`src/rtl/mem_tile_reader_pkg.sv`:
```
// mem_tile_reader_pkg: shared FSM state type and default geometry for the tile reader.
package mem_tile_reader_pkg;

  // Address width needed to index 'depth' entries; a single-entry memory still gets one bit.
  function automatic int unsigned addr_width_for(input int unsigned depth);
    return (depth <= 1) ? 1 : $clog2(depth);
  endfunction

  localparam int unsigned DefNumPorts  = 4;
  localparam int unsigned DefDataWidth = 8;
  localparam int unsigned DefDataDepth = 4096;
  localparam int unsigned DefRowWidth  = 16;
  localparam int unsigned DefAddrWidth = addr_width_for(DefDataDepth);

  typedef enum logic [1:0] {
    ST_IDLE   = 2'd0,
    ST_STREAM = 2'd1,
    ST_FLUSH  = 2'd2
  } state_e;

endpackage

```
`src/rtl/mem_tile_reader_if.sv`:
```
// mem_tile_reader_if: memory read port plus the row output stream of mem_tile_reader.
// master = the reader, slave = memory/consumer side.
interface mem_tile_reader_if #(
  parameter int unsigned NumPorts  = mem_tile_reader_pkg::DefNumPorts,
  parameter int unsigned DataWidth = mem_tile_reader_pkg::DefDataWidth,
  parameter int unsigned AddrWidth = mem_tile_reader_pkg::DefAddrWidth
);
  logic        [AddrWidth-1:0] mem_addr_o    [NumPorts];
  logic                        mem_we_o      [NumPorts];
  logic signed [DataWidth-1:0] mem_wr_data_o [NumPorts];
  logic signed [DataWidth-1:0] mem_rd_data_i [NumPorts];
  logic signed [DataWidth-1:0] data_o        [NumPorts];
  logic                        valid_o;
  logic                        ready_i;

  modport master (
    output mem_addr_o, mem_we_o, mem_wr_data_o, data_o, valid_o,
    input  mem_rd_data_i, ready_i
  );

  modport slave (
    input  mem_addr_o, mem_we_o, mem_wr_data_o, data_o, valid_o,
    output mem_rd_data_i, ready_i
  );
endinterface

```
`src/rtl/mem_tile_reader.sv`:
```
// mem_tile_reader: reads num_rows rows of NumPorts adjacent words (row start advancing by
// stride) from a combinational-read memory and streams them out with valid/ready.
// Optional lane range check is built when MEM_TILE_READER_BOUNDS_CHECK_EN is defined;
// it adds err_o.
//
// state     | meaning
// ----------+------------------------------------------------------------------
// ST_IDLE   | waiting for start_i; memory address parked at 0
// ST_STREAM | rows still to capture; a row is captured whenever the slot is free
// ST_FLUSH  | every row captured; waiting for the final beat's handshake
module mem_tile_reader
  import mem_tile_reader_pkg::*;
#(
  parameter int unsigned NumPorts  = DefNumPorts,
  parameter int unsigned DataWidth = DefDataWidth,
  parameter int unsigned DataDepth = DefDataDepth,
  parameter int unsigned AddrWidth = addr_width_for(DataDepth),
  parameter int unsigned RowWidth  = DefRowWidth
) (
  input  logic                 clk_i,
  input  logic                 rst_ni,
  input  logic                 start_i,
  input  logic [AddrWidth-1:0] base_addr_i,
  input  logic [AddrWidth-1:0] stride_i,
  input  logic [RowWidth-1:0]  num_rows_i,
  output logic                 busy_o,
  output logic                 done_o,
`ifdef MEM_TILE_READER_BOUNDS_CHECK_EN
  output logic                 err_o,
`endif
  mem_tile_reader_if.master    bus
);

  state_e                      state_q;
  logic        [AddrWidth-1:0] row_addr_q;
  logic        [AddrWidth-1:0] stride_q;
  logic        [RowWidth-1:0]  rows_left_q;
  logic        [AddrWidth-1:0] addr_q  [NumPorts];
  logic signed [DataWidth-1:0] data_q  [NumPorts];
  logic signed [DataWidth-1:0] rd_lane [NumPorts];
  logic                        valid_q;
  logic                        busy_q;
  logic                        zero_done_q;
  logic                        slot_free;
  logic        [AddrWidth-1:0] next_row;
`ifdef MEM_TILE_READER_BOUNDS_CHECK_EN
  logic                        err_q;
  logic                        range_hit;
`endif

  assign slot_free = !valid_q || bus.ready_i;
  assign next_row  = row_addr_q + stride_q;

  // Per-lane read data; with the range check built in, lanes past the memory read as 0.
  always_comb begin
`ifdef MEM_TILE_READER_BOUNDS_CHECK_EN
    range_hit = 1'b0;
`endif
    for (int i = 0; i < int'(NumPorts); i++) begin
      rd_lane[i] = bus.mem_rd_data_i[i];
`ifdef MEM_TILE_READER_BOUNDS_CHECK_EN
      if (32'(addr_q[i]) >= DataDepth) begin
        rd_lane[i] = '0;
        range_hit  = 1'b1;
      end
`endif
    end
  end

  // Sequencer: command latch, row capture into the output slot, lane address generation.
  // Lane addresses are registered so they only move on a capture and stay put while stalled.
  always_ff @(posedge clk_i or negedge rst_ni) begin
    if (!rst_ni) begin
      state_q     <= ST_IDLE;
      row_addr_q  <= '0;
      stride_q    <= '0;
      rows_left_q <= '0;
      valid_q     <= 1'b0;
      busy_q      <= 1'b0;
      zero_done_q <= 1'b0;
`ifdef MEM_TILE_READER_BOUNDS_CHECK_EN
      err_q       <= 1'b0;
`endif
      for (int i = 0; i < int'(NumPorts); i++) begin
        addr_q[i] <= '0;
        data_q[i] <= '0;
      end
    end else begin
      zero_done_q <= 1'b0;
      case (state_q)
        ST_IDLE: begin
          if (start_i) begin
`ifdef MEM_TILE_READER_BOUNDS_CHECK_EN
            err_q <= 1'b0;
`endif
            if (num_rows_i != '0) begin
              state_q     <= ST_STREAM;
              busy_q      <= 1'b1;
              row_addr_q  <= base_addr_i;
              stride_q    <= stride_i;
              rows_left_q <= num_rows_i;
              for (int i = 0; i < int'(NumPorts); i++) begin
                addr_q[i] <= base_addr_i + AddrWidth'(i);
              end
            end else begin
              // Empty command: completion pulse only, never busy.
              zero_done_q <= 1'b1;
            end
          end
        end
        ST_STREAM: begin
          if (slot_free) begin
            valid_q     <= 1'b1;
            row_addr_q  <= next_row;
            rows_left_q <= rows_left_q - RowWidth'(1);
            for (int i = 0; i < int'(NumPorts); i++) begin
              data_q[i] <= rd_lane[i];
              addr_q[i] <= next_row + AddrWidth'(i);
            end
`ifdef MEM_TILE_READER_BOUNDS_CHECK_EN
            if (range_hit) err_q <= 1'b1;
`endif
            if (rows_left_q == RowWidth'(1)) state_q <= ST_FLUSH;
          end
        end
        ST_FLUSH: begin
          if (bus.ready_i) begin
            state_q    <= ST_IDLE;
            valid_q    <= 1'b0;
            busy_q     <= 1'b0;
            row_addr_q <= '0;
            for (int i = 0; i < int'(NumPorts); i++) begin
              addr_q[i] <= '0;
            end
          end
        end
        default: state_q <= ST_IDLE;
      endcase
    end
  end

  // done_o fires in the same cycle as the final handshake, or one cycle after an empty start.
  assign done_o      = zero_done_q || ((state_q == ST_FLUSH) && bus.ready_i);
  assign busy_o      = busy_q;
  assign bus.valid_o = valid_q;
`ifdef MEM_TILE_READER_BOUNDS_CHECK_EN
  assign err_o       = err_q;
`endif

  // Drive the interface lanes; the write side of the memory port is tied off.
  always_comb begin
    for (int i = 0; i < int'(NumPorts); i++) begin
      bus.mem_addr_o[i]    = addr_q[i];
      bus.data_o[i]        = data_q[i];
      bus.mem_we_o[i]      = 1'b0;
      bus.mem_wr_data_o[i] = '0;
    end
  end

endmodule

```
`src/flat_wrapper.sv`:
```
// flat-port wrapper written by rule: the top's interface ports become plain ports
module mem_tile_reader_flat import mem_tile_reader_pkg::*;
#(
  parameter int unsigned NumPorts  = DefNumPorts,
  parameter int unsigned DataWidth = DefDataWidth,
  parameter int unsigned DataDepth = DefDataDepth,
  parameter int unsigned AddrWidth = addr_width_for(DataDepth),
  parameter int unsigned RowWidth  = DefRowWidth
)
  (clk_i, rst_ni, start_i, base_addr_i, stride_i, num_rows_i, busy_o, done_o, bus_mem_addr_o, bus_mem_we_o, bus_mem_wr_data_o, bus_data_o, bus_valid_o, bus_mem_rd_data_i, bus_ready_i);
  mem_tile_reader_if #(.NumPorts(NumPorts), .DataWidth(DataWidth), .AddrWidth(AddrWidth)) bus_i ();
  input  logic clk_i;
  input  logic rst_ni;
  input  logic start_i;
  input  logic [AddrWidth-1:0] base_addr_i;
  input  logic [AddrWidth-1:0] stride_i;
  input  logic [RowWidth-1:0] num_rows_i;
  output logic busy_o;
  output logic done_o;
  output wire logic [$bits(bus_i.mem_addr_o)-1:0] bus_mem_addr_o;
  output wire logic [$bits(bus_i.mem_we_o)-1:0] bus_mem_we_o;
  output wire logic [$bits(bus_i.mem_wr_data_o)-1:0] bus_mem_wr_data_o;
  output wire logic [$bits(bus_i.data_o)-1:0] bus_data_o;
  output wire logic [$bits(bus_i.valid_o)-1:0] bus_valid_o;
  input wire logic [$bits(bus_i.mem_rd_data_i)-1:0] bus_mem_rd_data_i;
  input wire logic [$bits(bus_i.ready_i)-1:0] bus_ready_i;
  assign bus_mem_addr_o = {>>{bus_i.mem_addr_o}};
  assign bus_mem_we_o = {>>{bus_i.mem_we_o}};
  assign bus_mem_wr_data_o = {>>{bus_i.mem_wr_data_o}};
  assign bus_data_o = {>>{bus_i.data_o}};
  assign bus_valid_o = bus_i.valid_o;
  assign bus_i.mem_rd_data_i = {>>{bus_mem_rd_data_i}};
  assign bus_i.ready_i = bus_ready_i;
  mem_tile_reader #(.NumPorts(NumPorts), .DataWidth(DataWidth), .DataDepth(DataDepth), .AddrWidth(AddrWidth), .RowWidth(RowWidth)) u_core (.clk_i(clk_i), .rst_ni(rst_ni), .start_i(start_i), .base_addr_i(base_addr_i), .stride_i(stride_i), .num_rows_i(num_rows_i), .busy_o(busy_o), .done_o(done_o), .bus(bus_i));
endmodule
```
`config.mk`:
```
export PLATFORM = sky130hd
export DESIGN_NAME = mem_tile_reader_flat
export DESIGN_NICKNAME = d
export VERILOG_FILES = /design/src/rtl/mem_tile_reader_pkg.sv /design/src/rtl/mem_tile_reader_if.sv /design/src/rtl/mem_tile_reader.sv /design/src/flat_wrapper.sv
export SDC_FILE = /design/constraint.sdc
export NUM_CORES = 1
export LEC_CHECK = 0
export CAP_MARGIN = 40
export CORE_UTILIZATION = 30
export DETAILED_ROUTE_END_ITERATION = 10
export SLEW_MARGIN = 20
export SYNTH_ARGS = -nofsm -noshare
export SYNTH_HDL_FRONTEND = slang
export SYNTH_SLANG_ARGS = --single-unit
```
`constraint.sdc`:
```
create_clock -name clk_i -period 3.85 [get_ports clk_i]
set_input_delay 0.77 -clock clk_i [delete_from_list [all_inputs] [get_ports clk_i]]
set_output_delay 0.77 -clock clk_i [all_outputs]
set_load 0.01 [all_outputs]
```
==> results of run 1 <==
==> state kept, by name, indices dropped and copies added (netlist names) <==
signal / flops
u_core.bus.data_o: 32
u_core.rows_left_q: 16
u_core.busy_o: 1
u_core.zero_done_q: 1
u_core.bus.valid_o: 1
u_core.state_q: 2
u_core.row_addr_q: 12
u_core.bus.mem_addr_o: 34
u_core.stride_q: 12
==> per-stage QoR <==
| stage | instances | setup slack [ps] | area [sq um] | utilization [%] | power (mW) |
|---|---|---|---|---|---|
| floorplan | 673 | 666 | 6460 | - | 5.14 |
| global placement | 1052 | 576 | 8140 | 39.8 | 6.93 |
| detailed placement | 1052 | 563 | 8140 | 39.8 | 6.96 |
| CTS | 1068 | 542 | 8420 | 41.2 | 7.93 |
| global route | 1069 | 298 | 8430 | 41.2 | 8.51 |
| finish | 1069 | 559 | 8430 | 41.2 | 7.85 |
==> synthesized netlist by cell type, types with 3 or more instances <==
cell | n | area, sq um
dfrtp_1 | 111 | 2780
o21ai_0 | 56 | 280
nand2_1 | 55 | 206
mux2_2 | 45 | 507
buf_4 | 39 | 293
a21oi_1 | 37 | 185
nor2_1 | 32 | 120
clkbuf_1 | 27 | 101
ha_1 | 21 | 263
nand3_1 | 21 | 105
xor2_1 | 15 | 131
inv_1 | 14 | 52.6
o22ai_1 | 13 | 81.3
nor3_1 | 12 | 60.1
nor4_1 | 11 | 68.8
a21o_1 | 8 | 60.1
xnor2_1 | 8 | 70.1
and3_1 | 6 | 37.5
nor2b_1 | 6 | 37.5
or2_2 | 6 | 37.5
and4_1 | 5 | 43.8
mux2i_1 | 5 | 50.1
or3_1 | 5 | 31.3
a32o_1 | 4 | 40.0
nand2b_1 | 4 | 25.0
nor3b_1 | 4 | 30.0
o211ai_1 | 4 | 30.0
o31ai_1 | 4 | 30.0
a211oi_1 | 3 | 22.5
a221o_1 | 3 | 30.0
a2bb2oi_1 | 3 | 26.3
a31o_2 | 3 | 26.3
and2_1 | 3 | 18.8
nand4_1 | 3 | 18.8
o21a_1 | 3 | 22.5
or4_1 | 3 | 22.5
==> power by group <==
part	total, mW	switching (mW)	internal (mW)
logic	4.78	2.51	2.27
registers	2.15	0.407	1.75
clock network	0.923	0.469	0.454
==> per-layer routing <==
metal	share of wire, %	global-route usage (%)	vias up
met1	46	20.6	2505
met4	0.98	4.18	0
met3	6.9	5.03	14
met5	0	0	-
met2	46	25.7	160
li1	-	-	2567
==> cells by family after synthesis <==
logic type | after synthesis | synth area share (%)
compound gates | 165 | 17.5
simple gates | 184 | 14.9
buf+inv | 82 | 7.19
fa+ha+maj | 22 | 4.47
flops | 111 | 43.9
mux | 50 | 8.79
other cells | 1 | 0.0592
xor+xnor | 23 | 3.18
==> critical path: stages (launching register included) <==
cell	delay [ps]
dfrtp_1	430
ha_1	260
fa_1	450
a21oi_1	200
o221a_2	270
mux2i_1	330
o32ai_2	240
or2_2	350
o311ai_0	480
o211ai_1	150
==> placed cells by master (no fill, tap or decap), drive strengths merged, types with 4 or more instances in the layout <==
cell type / instances
nand2: 55
and4: 5
conb: 36
mux2: 45
ha: 21
clkbuf: 9
inv: 18
nor3: 12
clkdlybuf4s50: 157
o22ai: 13
a211oi: 5
o21ai: 56
a21oi: 37
mux2i: 5
a21o: 8
or3: 5
xor2: 15
or4: 4
dfrtp: 111
nor2b: 6
and3: 6
or2: 6
a32o: 4
nor4: 12
o31ai: 4
xnor2: 8
nor3b: 4
nand3: 21
nand2b: 4
o211ai: 4
buf: 20
nor2: 32
==> area by class of cell <==
class / instances / share of cell area (%)
clock inverter: 7 / 0.728
inverter: 14 / 0.624
antenna: 1 / 0.0297
tap: 270 / 4.01
clock buffer: 9 / 2.67
multi-input combinational: 480 / 38.4
timing repair buffer: 177 / 20.6
sequential: 111 / 33.0
==> how the worst max path moves through the flow <==
stage / from / to / depth (start not counted)
6_report: u_core.row_addr_q[0]$_DFFE_PN0P_ / u_core.bus.mem_addr_o[35]$_DFFE_PN0P_ / 9
5_1_grt: u_core.row_addr_q[0]$_DFFE_PN0P_ / u_core.bus.mem_addr_o[23]$_DFFE_PN0P_ / 9
4_1_cts: u_core.row_addr_q[0]$_DFFE_PN0P_ / u_core.bus.mem_addr_o[35]$_DFFE_PN0P_ / 9
3_5_place_dp: u_core.row_addr_q[0]$_DFFE_PN0P_ / u_core.bus.mem_addr_o[23]$_DFFE_PN0P_ / 9
3_3_place_gp: u_core.row_addr_q[0]$_DFFE_PN0P_ / u_core.bus.mem_addr_o[23]$_DFFE_PN0P_ / 9
2_1_floorplan: u_core.state_q[1]$_DFFE_PN0P_ / u_core.bus.mem_addr_o[11]$_DFFE_PN0P_ / 14
==> metrics, run 1 <==
period utilization=85.5%; Syn Inst Count=638; largest net degree at the start of global routing=72; FF+latch count, synth=111; Final GP Congestion=just over 0.8; max cap viols=0; synthesized area=approximately 6300 sq um; drt total wl=17.0 mm; Fmax=304 MHz; die area=21700 sq um; DP Wirelength=13.0 mm; initial antenna violation count=1; routed vias/inst=4.91; relative slew slack=a little under half; HP Class=in -> async; Antenna Nets Post-Route=0; initial drt markers=roughly 210; Storage cell area=between 2000 and 3000 sq um; clock skew=between 9 and 10 ps; Area growth syn-to-layout=33.1%; share of cells above drive strength 1=12.9%; register area share after synthesis=43.9%; Core Rows=52; reg-to-reg endpoint=u_core.bus.mem_addr_o[35]$_DFFE_PN0P_; Post-synth EDFFs=0; Die Width=147 microns; ys async rst share=100%; CTS tree=done; vias=about 5200; WL/cell=15.9 microns; RSZ-0062 raised after global routing=false; Unique masters post-synth=65; final hold viol count=0; DR pass1 iterations=4; CTS sink cnt=111; Worst Path Arrival=about 3500 ps; CP Max Fanout=8; footprint of the multi-input gates=3230 sq um; die height=147 microns; status=finished, final reports clean; worst skew pair latency=360 ps; r2r startpoint=u_core.row_addr_q[0]$_DFFE_PN0P_; vias in the first global route=5176; # H-tree levels=3; GRT Overall Usage=16.0%; Max Slew Vio Count=0; crit start category=flip-flop; port bufs=158; Mean Syn Cell Area=between 9 and 10 sq um; clock buffer count from CTS=9; post-CTS setup buffer count=0; Clk pin slew, worst setup/hold paths=80 ps; Final min period=3290 ps; Yosys Warn Count=0; dominant synthesized flop cell=dfrtp_1; nets@finish=891; Leakage=around 3.5 nW; Core ar.=20400 sq um; hold_buf cts=0; global-route wire length before repair=27.3 mm; PD cells=about 930 nW/um^2; Slew @ Worst Pin=807 ps; num ports=approximately 200; flop-to-flop setup slack=560 ps; Root Driver=clkbuf_16; Setup Total Neg Slack=0 ps; post-CTS sizing=0; R2R depth=9; fillers=2044; Worst Path Required=roughly 4100 ps; total gr overflow=0; initial core utilization=a little under a third; crit path kind=reg -> reg; final hold slack=381 ps; Final setup viols=0; Post-route DRC=0; clk buf depth=2; Critical Path End Type=flip-flop; Worst VDD drop=0.000326 V
No activity file was read; power rests on OpenSTA's default activity.
==> inputs of run 2 (changes only) <==
- CTS_CLUSTER_SIZE: not set -> 16
==> results of run 2 <==
No change in the layout: final DEF, timing and power equal those of run 1.
==> inputs of run 3 (changes only) <==
- CORE_MARGIN: not set -> 2
- SLEW_MARGIN: 20 -> not set
- clock period: 3.85 -> 3 ns (I/O delays scaled with it)
==> run 3 against run 2 <==
Net effect: core utilization rose by 0.51 points; critical endpoint unchanged; critical path depth did not move; die area rose by 2.7%; cell count rose by 2.6%; cell area rose by 3.5%; sequential share of layout area fell by 1.1 points; maximum frequency rose by 13%; non-clock buffer count rose by 24; clock-buffer cell count did not move; sequential cell count did not move; via count rose by 0.48%; clock power rose by 38%.
==> metrics, run 3 (same netlist as run 1, synthesis figures left out) <==
status=finished, final reports clean; most frequent cells in the layout=clkdlybuf4s50_1, dfrtp_1, nand2_1, o21ai_0, mux2_2; drt total wl=17.3 mm (+1.4%); fin area=8720 sq um (+3.5%); CP Max Fanout=6 (-2); Root Driver=clkbuf_16; Crit-path slowest cell=dfrtp_1; Placed Area=8310 sq um (+2.2%); ANT cells=0 (-1); Critical Path End Type=flip-flop; crit-path cells=ha_1 > a211o_1 > a31o_4 > nor4_4 > o32ai_2 > buf_4 > or2_2 > or3_1 > o211ai_1; port bufs=158 (unchanged); PD cells=1220 nW/um^2 (+31%); share of cells above drive strength 1=16.4% (+3.5 points); clk buf depth=2 (unchanged); total gr overflow=0 (unchanged); fillers=2034 (-0.49%); DR pass1 iterations=4 (unchanged); Most Crowded Layer GR=met2; period utilization=96.8% (+11 points); final std cells w/o fill=1097 (+2.6%); Slew @ Worst Pin=619 ps (-189 ps); die area=22300 sq um (+2.7%); max cap viols=0 (unchanged); met3 usage=4.95% (-0.077 points); largest net degree at the start of global routing=43 (-40%); initial antenna violation count=0 (-1); DP Wirelength=13.2 mm (+1.9%); biggest cell delay along the critical path=410 ps (-70 ps); met2 usage=24.5% (-1.2 points); Leakage=3.62 nW (+4.2%); Storage cell area=2780 sq um (unchanged); Setup Total Neg Slack=0 ps (unchanged); initial drt markers=211 (unchanged); routed vias/inst=4.80 (-2.1%); RSZ-0062 raised after global routing=true; CTS sink cnt=111 (unchanged); Clk pin slew, worst setup/hold paths=80 ps (about the same); Worst Path Required=3270 ps (-790 ps); commonest non-fill, non-tap cell in the layout=clkdlybuf4s50_1; CTS tree=done; Worst VDD drop=0.000430 V (+32%); vias in the first global route=5178 (+0.039%); WL/cell=15.7 microns (-1.2%); vias=5271 (+0.48%); # H-tree levels=3 (unchanged); Final setup viols=0 (unchanged); Antenna Nets Post-Route=0 (unchanged); footprint of the multi-input gates=3300 sq um (+2.0%); Post-route DRC=0 (unchanged); initial core utilization=30.3% (-0.68 points); crit start category=flip-flop; Worst Path Arrival=3180 ps (-320 ps); worst skew pair latency=360 ps (about the same); die height=149 microns (+1.4%); M1 GR Usage=20.3% (-0.34 points); clock skew=7.49 ps (-2.02 ps); CP top delay family=simple AND/OR/NAND/NOR gates; clock buffer count from CTS=9 (unchanged); final hold viol count=0 (unchanged); hold_buf cts=0 (unchanged); relative slew slack=58.4% (+13 points); Max Slew Vio Count=0 (unchanged); global-route wire length before repair=27.2 mm (-0.28%); WP buf/inv=1 (+1); placed cells=1076 (+2.3%); Fmax=345 MHz (+13%); Area growth syn-to-layout=37.8%; GRT Overall Usage=15.5% (-0.42 points); Core Rows=53 (+1.9%); crit path kind=reg -> reg; HP Class=in -> async; nets@finish=915 (+2.7%); Final GP Congestion=0.841 (+2.1%); num ports=195 (unchanged); max reg flops=34 (unchanged); Final min period=2900 ps (-388 ps); Die Width=149 microns (+1.4%); Core ar.=20900 sq um (+2.2%)
==> run 3: changes by cell type in the layout (fill, tap and decap cells not counted), sizes merged <==
cell and change:
buf +24, bufinv +1, clkinvlp -1, diode -1
==> run 3: stage by stage <==
stage	setup slack, ps	hold WS, ps	utilization (%)	total power [mW]
finish	97.3	213	41.8	10.6
global route	-7.18	234	41.8	11.4
CTS	20.8	225	41.3	10.5
detailed placement	46.8	474	39.8	9.18
global placement	60.2	467	39.8	9.14
floorplan	48.7	304	-	6.61
==> run 3: cell type report <==
| type | instances | area share [%] |
|---|---|---|
| Clock inverter | 7 | 0.975 |
| Inverter | 14 | 0.602 |
| Sequential cell | 111 | 31.8 |
| Timing Repair Buffer | 201 | 22.2 |
| Multi-Input combinational cell | 480 | 37.8 |
| Clock buffer | 9 | 2.58 |
| Tap cell | 275 | 3.94 |
==> run 3: what timing repair did <==
| item | CTS | global route |
|---|---|---|
| setup endpoints to repair | 0 | 10 |
| gates resized for setup | 0 | 13 |
| setup buffers | 0 | 5 |
==> run 3: where the power goes <==
group / switching (mW) / leakage, nW / internal (mW)
logic: 3.36 / 2.13 / 3.25
registers: 0.492 / 1.34 / 2.24
clock network: 0.601 / 0.153 / 0.667
==> run 3: metal layers <==
layer,wire length [microns],vias up
met5,0,-
met4,318,0
met1,7960,2470
li1,-,2611
met2,7730,168
met3,1260,22
==> run 3: path summary, 6_finish.rpt <==
path / from / slack (ps) / depth (start not counted) / endpoint
worst max-delay path: u_core.row_addr_q[1]$_DFFE_PN0P_ / 100 / 9 / u_core.bus.mem_addr_o[35]$_DFFE_PN0P_
worst min register to register: u_core.bus.mem_addr_o[21]$_DFFE_PN0P_ / 480 / 2 / u_core.bus.mem_addr_o[21]$_DFFE_PN0P_
max in group asynchronous: rst_ni / 2100 / 2 / u_core.stride_q[2]$_DFFE_PN0P_
worst min-delay path: rst_ni / 210 / 1 / u_core.bus.mem_addr_o[17]$_DFFE_PN0P_
worst max register to register: u_core.row_addr_q[1]$_DFFE_PN0P_ / 100 / 9 / u_core.bus.mem_addr_o[35]$_DFFE_PN0P_
min in group clk_i: u_core.bus.mem_addr_o[21]$_DFFE_PN0P_ / 480 / 2 / u_core.bus.mem_addr_o[21]$_DFFE_PN0P_
==> run 3: worst register-to-register path, cell delays in order (launching register included) <==
cell and delay, ps:
dfrtp_1 410, ha_1 310, a211o_1 350, a31o_4 260, nor4_4 320, o32ai_2 160
buf_4 180, or2_2 320, or3_1 350, o211ai_1 160
